[src/rtl/muldiv_pkg.sv]
// muldiv_pkg: op codes (shared with decode's ALUControl encoding), FSM state
// encoding and small op-classification helpers for muldiv_seq.
package muldiv_pkg;

  localparam logic [3:0] OP_MUL  = 4'b0100;
  localparam logic [3:0] OP_SMUL = 4'b0101;
  localparam logic [3:0] OP_UMUL = 4'b0110;
  localparam logic [3:0] OP_DIV  = 4'b0111;

  typedef enum logic [1:0] {
    IDLE = 2'd0,
    ITER = 2'd1,
    FIX  = 2'd2,
    DONE = 2'd3
  } state_e;

  function automatic logic op_legal(input logic [3:0] op);
    return (op == OP_MUL) || (op == OP_SMUL) || (op == OP_UMUL) || (op == OP_DIV);
  endfunction

  function automatic logic op_is_mul(input logic [3:0] op);
    return (op == OP_MUL) || (op == OP_SMUL) || (op == OP_UMUL);
  endfunction

endpackage

[src/rtl/muldiv_seq_if.sv]
// muldiv_seq_if: request/response bundle between the core FSM and muldiv_seq.
// Handshake: the master raises start with op/a/b for one cycle; the unit only
// accepts it while idle and with a legal op. busy is high while iterating;
// done pulses for exactly one cycle and result_lo/result_hi/div_by_zero are
// valid from that cycle until the next accepted start.
interface muldiv_seq_if #(parameter int WIDTH = 32) ();
  logic             start;
  logic [3:0]       op;
  logic [WIDTH-1:0] a;
  logic [WIDTH-1:0] b;
  logic             busy;
  logic             done;
  logic [WIDTH-1:0] result_lo;
  logic [WIDTH-1:0] result_hi;
  logic             div_by_zero;

  modport master (
    output start, op, a, b,
    input  busy, done, result_lo, result_hi, div_by_zero
  );

  modport slave (
    input  start, op, a, b,
    output busy, done, result_lo, result_hi, div_by_zero
  );
endinterface

[src/rtl/muldiv_step.sv]
// muldiv_step: combinational single iteration of the shift-add multiplier and
// the restoring divider. Both paths are computed every cycle; the caller picks
// which results to register.
module muldiv_step #(
  parameter int WIDTH = 32
) (
  input  logic [2*WIDTH-1:0] acc_i,
  input  logic [2*WIDTH-1:0] mcand_i,
  input  logic [WIDTH-1:0]   mplier_i,
  input  logic [WIDTH-1:0]   rem_i,
  input  logic [WIDTH-1:0]   quo_i,
  input  logic [WIDTH-1:0]   dvsr_i,
  output logic [2*WIDTH-1:0] acc_o,
  output logic [2*WIDTH-1:0] mcand_o,
  output logic [WIDTH-1:0]   mplier_o,
  output logic [WIDTH-1:0]   rem_o,
  output logic [WIDTH-1:0]   quo_o
);

  // The shifted partial remainder keeps rem's top bit so divisors above
  // 2^(WIDTH-1) still divide correctly; bit WIDTH of the trial is the borrow.
  logic [WIDTH:0] shifted;
  logic [WIDTH:0] trial;
  logic           borrow;

  assign shifted  = {rem_i, quo_i[WIDTH-1]};
  assign trial    = shifted - {1'b0, dvsr_i};
  assign borrow   = trial[WIDTH];

  assign acc_o    = mplier_i[0] ? (acc_i + mcand_i) : acc_i;
  assign mcand_o  = mcand_i << 1;
  assign mplier_o = mplier_i >> 1;

  assign rem_o    = borrow ? shifted[WIDTH-1:0] : trial[WIDTH-1:0];
  assign quo_o    = {quo_i[WIDTH-2:0], ~borrow};

endmodule

[src/rtl/muldiv_seq.sv]
// muldiv_seq: iterative multiply/divide unit (MUL, UMUL, SMUL, DIV), one bit
// per cycle. Optional macro MULDIV_EARLY_TERM_EN lets multiplies leave the
// iteration loop once the remaining multiplier is zero; results are the same.
// dbg_state_o exposes the FSM state.
module muldiv_seq
  import muldiv_pkg::*;
#(
  parameter int WIDTH = 32
) (
  input  logic          clk,
  input  logic          reset,
  muldiv_seq_if.slave   bus,
  output state_e        dbg_state_o
);

  localparam int CW = $clog2(WIDTH + 1);

  state_e             state_q, state_d;
  logic [3:0]         op_q, op_d;
  logic [2*WIDTH-1:0] acc_q, acc_d;
  logic [2*WIDTH-1:0] mcand_q, mcand_d;
  logic [WIDTH-1:0]   mplier_q, mplier_d;
  logic               neg_q, neg_d;
  logic [WIDTH-1:0]   rem_q, rem_d;
  logic [WIDTH-1:0]   quo_q, quo_d;
  logic [WIDTH-1:0]   dvsr_q, dvsr_d;
  logic [CW-1:0]      cnt_q, cnt_d;
  logic [WIDTH-1:0]   res_lo_q, res_lo_d;
  logic [WIDTH-1:0]   res_hi_q, res_hi_d;
  logic               dbz_q, dbz_d;

  logic [2*WIDTH-1:0] step_acc, step_mcand, acc_fix;
  logic [WIDTH-1:0]   step_mplier, step_rem, step_quo;
  logic [WIDTH-1:0]   a_abs, b_abs;
  logic               is_smul_in;

  muldiv_step #(.WIDTH(WIDTH)) u_step (
    .acc_i    (acc_q),
    .mcand_i  (mcand_q),
    .mplier_i (mplier_q),
    .rem_i    (rem_q),
    .quo_i    (quo_q),
    .dvsr_i   (dvsr_q),
    .acc_o    (step_acc),
    .mcand_o  (step_mcand),
    .mplier_o (step_mplier),
    .rem_o    (step_rem),
    .quo_o    (step_quo)
  );

  // SMUL works on magnitudes and fixes the sign at the end; -MIN wraps to
  // MIN, which read unsigned is the correct magnitude 2^(WIDTH-1).
  assign is_smul_in = (bus.op == OP_SMUL);
  assign a_abs      = (is_smul_in && bus.a[WIDTH-1]) ? (~bus.a + 1'b1) : bus.a;
  assign b_abs      = (is_smul_in && bus.b[WIDTH-1]) ? (~bus.b + 1'b1) : bus.b;
  assign acc_fix    = ((op_q == OP_SMUL) && neg_q) ? (~acc_q + 1'b1) : acc_q;

  // Next-state and datapath: hold everything by default, update per state.
  always_comb begin
    state_d  = state_q;
    op_d     = op_q;
    acc_d    = acc_q;
    mcand_d  = mcand_q;
    mplier_d = mplier_q;
    neg_d    = neg_q;
    rem_d    = rem_q;
    quo_d    = quo_q;
    dvsr_d   = dvsr_q;
    cnt_d    = cnt_q;
    res_lo_d = res_lo_q;
    res_hi_d = res_hi_q;
    dbz_d    = dbz_q;
    case (state_q)
      IDLE: begin
        if (bus.start && op_legal(bus.op)) begin
          op_d  = bus.op;
          dbz_d = 1'b0;
          cnt_d = '0;
          if (bus.op == OP_DIV) begin
            if (bus.b == '0) begin
              res_lo_d = '1;
              res_hi_d = bus.a;
              dbz_d    = 1'b1;
              state_d  = DONE;
            end else begin
              rem_d   = '0;
              quo_d   = bus.a;
              dvsr_d  = bus.b;
              state_d = ITER;
            end
          end else begin
            acc_d    = '0;
            mcand_d  = {{WIDTH{1'b0}}, a_abs};
            mplier_d = b_abs;
            neg_d    = is_smul_in & (bus.a[WIDTH-1] ^ bus.b[WIDTH-1]);
            state_d  = ITER;
          end
        end
      end
      ITER: begin
        cnt_d = cnt_q + 1'b1;
        if (op_is_mul(op_q)) begin
          acc_d    = step_acc;
          mcand_d  = step_mcand;
          mplier_d = step_mplier;
        end else begin
          rem_d = step_rem;
          quo_d = step_quo;
        end
        if (cnt_q == CW'(WIDTH - 1)) begin
          state_d = FIX;
        end
`ifdef MULDIV_EARLY_TERM_EN
        if (op_is_mul(op_q) && (step_mplier == '0)) begin
          state_d = FIX;
        end
`endif
      end
      FIX: begin
        acc_d = acc_fix;
        if (op_is_mul(op_q)) begin
          res_lo_d = acc_fix[WIDTH-1:0];
          res_hi_d = acc_fix[2*WIDTH-1:WIDTH];
        end else begin
          res_lo_d = quo_q;
          res_hi_d = rem_q;
        end
        state_d = DONE;
      end
      DONE: begin
        state_d = IDLE;
      end
      default: begin
        state_d = IDLE;
      end
    endcase
  end

  // State and datapath registers; async reset aborts any operation in flight.
  always_ff @(posedge clk or negedge reset) begin
    if (!reset) begin
      state_q  <= IDLE;
      op_q     <= '0;
      acc_q    <= '0;
      mcand_q  <= '0;
      mplier_q <= '0;
      neg_q    <= 1'b0;
      rem_q    <= '0;
      quo_q    <= '0;
      dvsr_q   <= '0;
      cnt_q    <= '0;
      res_lo_q <= '0;
      res_hi_q <= '0;
      dbz_q    <= 1'b0;
    end else begin
      state_q  <= state_d;
      op_q     <= op_d;
      acc_q    <= acc_d;
      mcand_q  <= mcand_d;
      mplier_q <= mplier_d;
      neg_q    <= neg_d;
      rem_q    <= rem_d;
      quo_q    <= quo_d;
      dvsr_q   <= dvsr_d;
      cnt_q    <= cnt_d;
      res_lo_q <= res_lo_d;
      res_hi_q <= res_hi_d;
      dbz_q    <= dbz_d;
    end
  end

  assign bus.busy        = (state_q == ITER) || (state_q == FIX);
  assign bus.done        = (state_q == DONE);
  assign bus.result_lo   = res_lo_q;
  assign bus.result_hi   = res_hi_q;
  assign bus.div_by_zero = dbz_q;
  assign dbg_state_o     = state_q;

endmodule
[src/flat_wrapper.sv]
// flat-port wrapper written by rule: the top's interface ports become plain ports
module muldiv_seq_flat import muldiv_pkg::*;
#(
  parameter int WIDTH = 32
)
  (clk, reset, dbg_state_o, bus_start, bus_op, bus_a, bus_b, bus_busy, bus_done, bus_result_lo, bus_result_hi, bus_div_by_zero);
  muldiv_seq_if #(.WIDTH(WIDTH)) bus_i ();
  input  logic clk;
  input  logic reset;
  output state_e dbg_state_o;
  input wire logic [$bits(bus_i.start)-1:0] bus_start;
  input wire logic [$bits(bus_i.op)-1:0] bus_op;
  input wire logic [$bits(bus_i.a)-1:0] bus_a;
  input wire logic [$bits(bus_i.b)-1:0] bus_b;
  output wire logic [$bits(bus_i.busy)-1:0] bus_busy;
  output wire logic [$bits(bus_i.done)-1:0] bus_done;
  output wire logic [$bits(bus_i.result_lo)-1:0] bus_result_lo;
  output wire logic [$bits(bus_i.result_hi)-1:0] bus_result_hi;
  output wire logic [$bits(bus_i.div_by_zero)-1:0] bus_div_by_zero;
  assign bus_i.start = bus_start;
  assign bus_i.op = bus_op;
  assign bus_i.a = bus_a;
  assign bus_i.b = bus_b;
  assign bus_busy = bus_i.busy;
  assign bus_done = bus_i.done;
  assign bus_result_lo = bus_i.result_lo;
  assign bus_result_hi = bus_i.result_hi;
  assign bus_div_by_zero = bus_i.div_by_zero;
  muldiv_seq #(.WIDTH(WIDTH)) u_core (.clk(clk), .reset(reset), .bus(bus_i), .dbg_state_o(dbg_state_o));
endmodule
[config.mk]
export PLATFORM = sky130hd
export DESIGN_NAME = muldiv_seq_flat
export DESIGN_NICKNAME = d
export VERILOG_FILES = /design/src/rtl/muldiv_pkg.sv /design/src/rtl/muldiv_seq_if.sv /design/src/rtl/muldiv_step.sv /design/src/rtl/muldiv_seq.sv /design/src/flat_wrapper.sv
export SDC_FILE = /design/constraint.sdc
export NUM_CORES = 1
export LEC_CHECK = 0
export CORE_ASPECT_RATIO = 1.1
export CORE_MARGIN = 2
export CORE_UTILIZATION = 30
export CTS_BUF_LIST = sky130_fd_sc_hd__clkbuf_16
export DETAILED_ROUTE_END_ITERATION = 10
export PLACE_DENSITY = 0.53
export SYNTH_ARGS = -nofsm -noshare
export SYNTH_HDL_FRONTEND = slang
export SYNTH_SLANG_ARGS = --single-unit
[constraint.sdc]
create_clock -name clk -period 3.3 [get_ports clk]
set_input_delay 0.66 -clock clk [delete_from_list [all_inputs] [get_ports clk]]
set_output_delay 0.66 -clock clk [all_outputs]
set_load 0.02 [all_outputs]
==> impl_results.md <==
- Status: finished, violations left
- Failing checks: negative setup slack
- DR WL met3: 4920 um
- CTS tree: yes
- Row cnt: 107
- Largest net degree at the start of global routing: 124
- Max Fclk: 0.287 GHz
- Tcrit/Tclk final: 106%
- Die area: 0.0798 sq mm
- Cts-stage hold buffer count: 0
- Crit path max-delay cell type: or4_4
- Vias/cell: 5.23
- Seq/Total Area, Yosys: 35.9%
- Most common cell in the synthesized netlist: nand2_1
- Die height: 296 um
- Synth Area in XOR/XNOR: 6.47%
- Core Region: 0.0771 sq mm
- Post-Synth Adder-Cell Area: 5.76%
- Worst slack, placed: -0.626 ns
- Unrepaired setup endpoints after global routing: yes
- Post-Syn Nets: 3093
- Leakage power: 14.0 nW
- Worst EP required: 3.80 ns
- Clock root cell: clkbuf_16
- Slew Limit Fails: 0
- Synthesized area: 0.0233 sq mm
- Setup_tns: -1.38 ns
- DRT met1 WL: 40900 um
- Largest cells by area after synthesis: dfrtp_1 (36%), o21ai_0 (7.8%), nand2_1 (6.9%), a21oi_1 (6.5%), ha_1 (5.6%)
- Clk sinks: 334
- Via count: 23500
- Hold WC Path Type: input port to asynchronous set/reset pin
- Unique masters post-synth: 74
- Clock slew at reported path FFs: 0.06 ns
- Min setup slack post-route: -0.186 ns
- ANT cells: 0
- Min Hold Slack: 0.0835 ns
- Max_cap viols: 0
- Worst skew pair latency: 0.60 ns
- Num CTS Buffers: 43
- Setup Crit Path Kind: flop to flop
- Data arrival, critical path: 3.99 ns
- Synth area leader: dfrtp_1
- Drt wl/cell: 19.7 um
- Share of cells above drive strength 1: 21.9%
- DIE WIDTH: 270 um
- WP buf/inv: 3
- Vias in the first global route: 22800
- First-pass GRT wire length: 136000 um
- Startpoint types: flop
- Initial antenna violation count: 1
- Fin util: 41.4%
- Synth Instances: 2916
- RePlAce Congestion: 0.939
- Top routing layer used: met4
- R2R Setup Slk: -0.19 ns
- Main combinational cell family by area after synthesis: compound AO/OA/AOI/OAI gates
- Delay-heaviest family, CP: simple AND/OR/NAND/NOR gates
- Synthesized flop and latch total: 334
- PortBufs: 139
- Tot GR Track Use: 21.9%
- Layout area overhead: 37.1%
- Async SR Flop Fraction: 100%
- Ports: 140
- Met2 wirelength from detailed routing: 39600 um
- Nets@finish: 3604
- PwrDens: 927 mW/mm^2
- Global route overflow: 0
- Starting density of the core: 30.2%
- Simple-gate share of the synthesized area: 18.8%
- Crit path max fanout: 3
- Yosys warns: 0
- DP Wirelength: 67000 um
- Post-synth EDFFs: 0
- Max-slew headroom: 28.8%
- Antenna violation net count after detailed routing: 0
- DRT iter0 DRCs: 1910
- DRC viols: 0
- Final setup vio count: 20
- Compound-cell area share of the yosys netlist: 25.2%
- Post-synthesis mux area share: 3.71%
- Syn_area_per_cell: 7.98 sq um
- Critical path endpoint category: flop
- Worst path cell trace: or4_4 -> or3_4 -> or4_4 -> buf_6 -> nor4_4 -> buf_4 -> nor2_1 -> xnor2_1 -> buf_4 -> a21oi_2 -> mux2i_1 -> a21oi_1
- Worst slew pin tran: 1.07 ns
- Clock skew: 0.0229 ns
- VDD IR max: 0.000652 V
- CP max stage delay: 0.57 ns
- Final hold viol count: 0
- Synth top cells by count: nand2_1 (431), o21ai_0 (364), dfrtp_1 (334), a21oi_1 (304), nor2_1 (244)
- CTS max path bufs: 3
- Max H-tree Level: 2
- Drt first pass iters: 6
- Final wirelength: 88700 um
- Period minus WS final: 3.49 ns
- Top cell type's share of synthesized area: 35.9%
- Synth Flop Type: dfrtp_1
==> power by group <==
group          switching [mW]  internal, mW
Clock                    2.01          2.70
Combinational            10.6          7.80
Sequential               1.08          5.46
Total                    13.6          16.0
==> final cells by class <==
class                   instances  area [sq um]
inverters                      76           285
fillers                      7870         45200
well taps                    1035          1290
clock buffers                  43          1080
flip-flops and latches        334          8360
repair buffers                641          5580
clock inverters                34           298
multi-input cells            2331         15000
==> worst reg2reg max path, delay by kind of cell, from the launching register on <==
kind                      cells  cell delay [ns]
and+or+nand+nor               5             1.76
muxes                         1             0.12
xor gates and xnor gates      1             0.19
buffers and inverters         3             0.50
DFF                           1             0.37
AOI/OAI and AO/OA             2             0.45
==> stage by stage <==
stage | total power [mW] | instances | area, sq um
3_3_place_gp | 22.9 | 4398 | 29300
2_1_floorplan | 14.9 | 2916 | 23300
4_1_cts | 28.9 | 4483 | 31200
5_1_grt | 31.5 | 4494 | 31900
6_report | 29.6 | 4494 | 31900
3_5_place_dp | 23.0 | 4398 | 29300
==> per-layer routing <==
| layer | GRT usage (%) | vias to the layer above |
|---|---|---|
| met5 | 0 | - |
| met4 | 8.14 | 0 |
| met3 | 2.91 | 149 |
| met2 | 35.2 | 653 |
| met1 | 30.2 | 11300 |
| li1 | - | 11400 |
==> registers in the layout, indices dropped and copies added (netlist names) <==
signal                  count
u_core.acc_q               64
u_core.mcand_q             64
u_core.bus.result_hi       32
u_core.bus.result_lo       32
u_core.dvsr_q              32
u_core.mplier_q            32
u_core.quo_q               32
u_core.rem_q               32
u_core.cnt_q                6
u_core.op_q                 4
u_core.dbg_state_o          2
u_core.bus.div_by_zero      1
u_core.neg_q                1
==> cells by family (layout without fill, tap and decap cells) <==
family	Yosys count	after routing
simple gates	976	976
compound gates	994	994
fa+ha+maj	106	106
buf+inv	251	794
mux	83	83
flops	334	334
xor+xnor	172	172
==> path summary, 6_finish.rpt <==
kind / from / end / depth (start not counted)
setup / recovery: u_core.acc_q[27]$_DFFE_PN0P_ / u_core.bus.result_hi[23]$_DFFE_PN0P_ / 12
min in group clk: bus_b[8] / u_core.dvsr_q[8]$_DFFE_PN0P_ / 4
setup reg to reg: u_core.acc_q[27]$_DFFE_PN0P_ / u_core.bus.result_hi[23]$_DFFE_PN0P_ / 12
max in group asynchronous: reset / u_core.bus.result_hi[11]$_DFFE_PN0P_ / 2
hold / removal: reset / u_core.quo_q[25]$_DFFE_PN0P_ / 1
hold reg to reg: u_core.op_q[2]$_DFFE_PN0P_ / u_core.op_q[2]$_DFFE_PN0P_ / 1
==> cell usage in the layout (no fill, tap or decap), types with 13 or more instances in the layout <==
| cell | Yosys | routed |
|---|---|---|
| o31ai_1 | 35 | 33 |
| xor2_1 | 85 | 79 |
| mux2i_1 | 57 | 55 |
| nor3_1 | 53 | 47 |
| clkbuf_16 | 0 | 44 |
| nand2_1 | 431 | 427 |
| nor2b_1 | 36 | 36 |
| a31oi_1 | 45 | 42 |
| a21oi_1 | 304 | 274 |
| o221ai_1 | 22 | 19 |
| or3_1 | 39 | 31 |
| a22oi_1 | 20 | 19 |
| dfrtp_1 | 334 | 333 |
| nor2_1 | 244 | 240 |
| buf_12 | 0 | 24 |
| buf_6 | 0 | 17 |
| and3_1 | 18 | 18 |
| a211oi_1 | 22 | 13 |
| o21ai_0 | 364 | 334 |
| clkdlybuf4s50_1 | 0 | 134 |
| a21oi_2 | 0 | 21 |
| nand3_1 | 36 | 33 |
| xnor2_1 | 87 | 80 |
| o21a_1 | 15 | 15 |
| a21o_1 | 55 | 55 |
| nand4_1 | 28 | 28 |
| and2_1 | 13 | 13 |
| ha_1 | 104 | 93 |
| o21bai_1 | 27 | 26 |
| nand2b_1 | 19 | 17 |
| mux2_2 | 26 | 24 |
| inv_1 | 75 | 79 |
| buf_4 | 1 | 458 |
| o21ai_1 | 5 | 25 |
==> repair_timing <==
item                                    in CTS  in global routing
gates resized for setup                    101                131
gates cloned                                 1                  1
endpoints found under the setup margin      83                123
buffers inserted                            12                 15
pin swaps                                   58                 60
(Power assumes the default switching activity.)
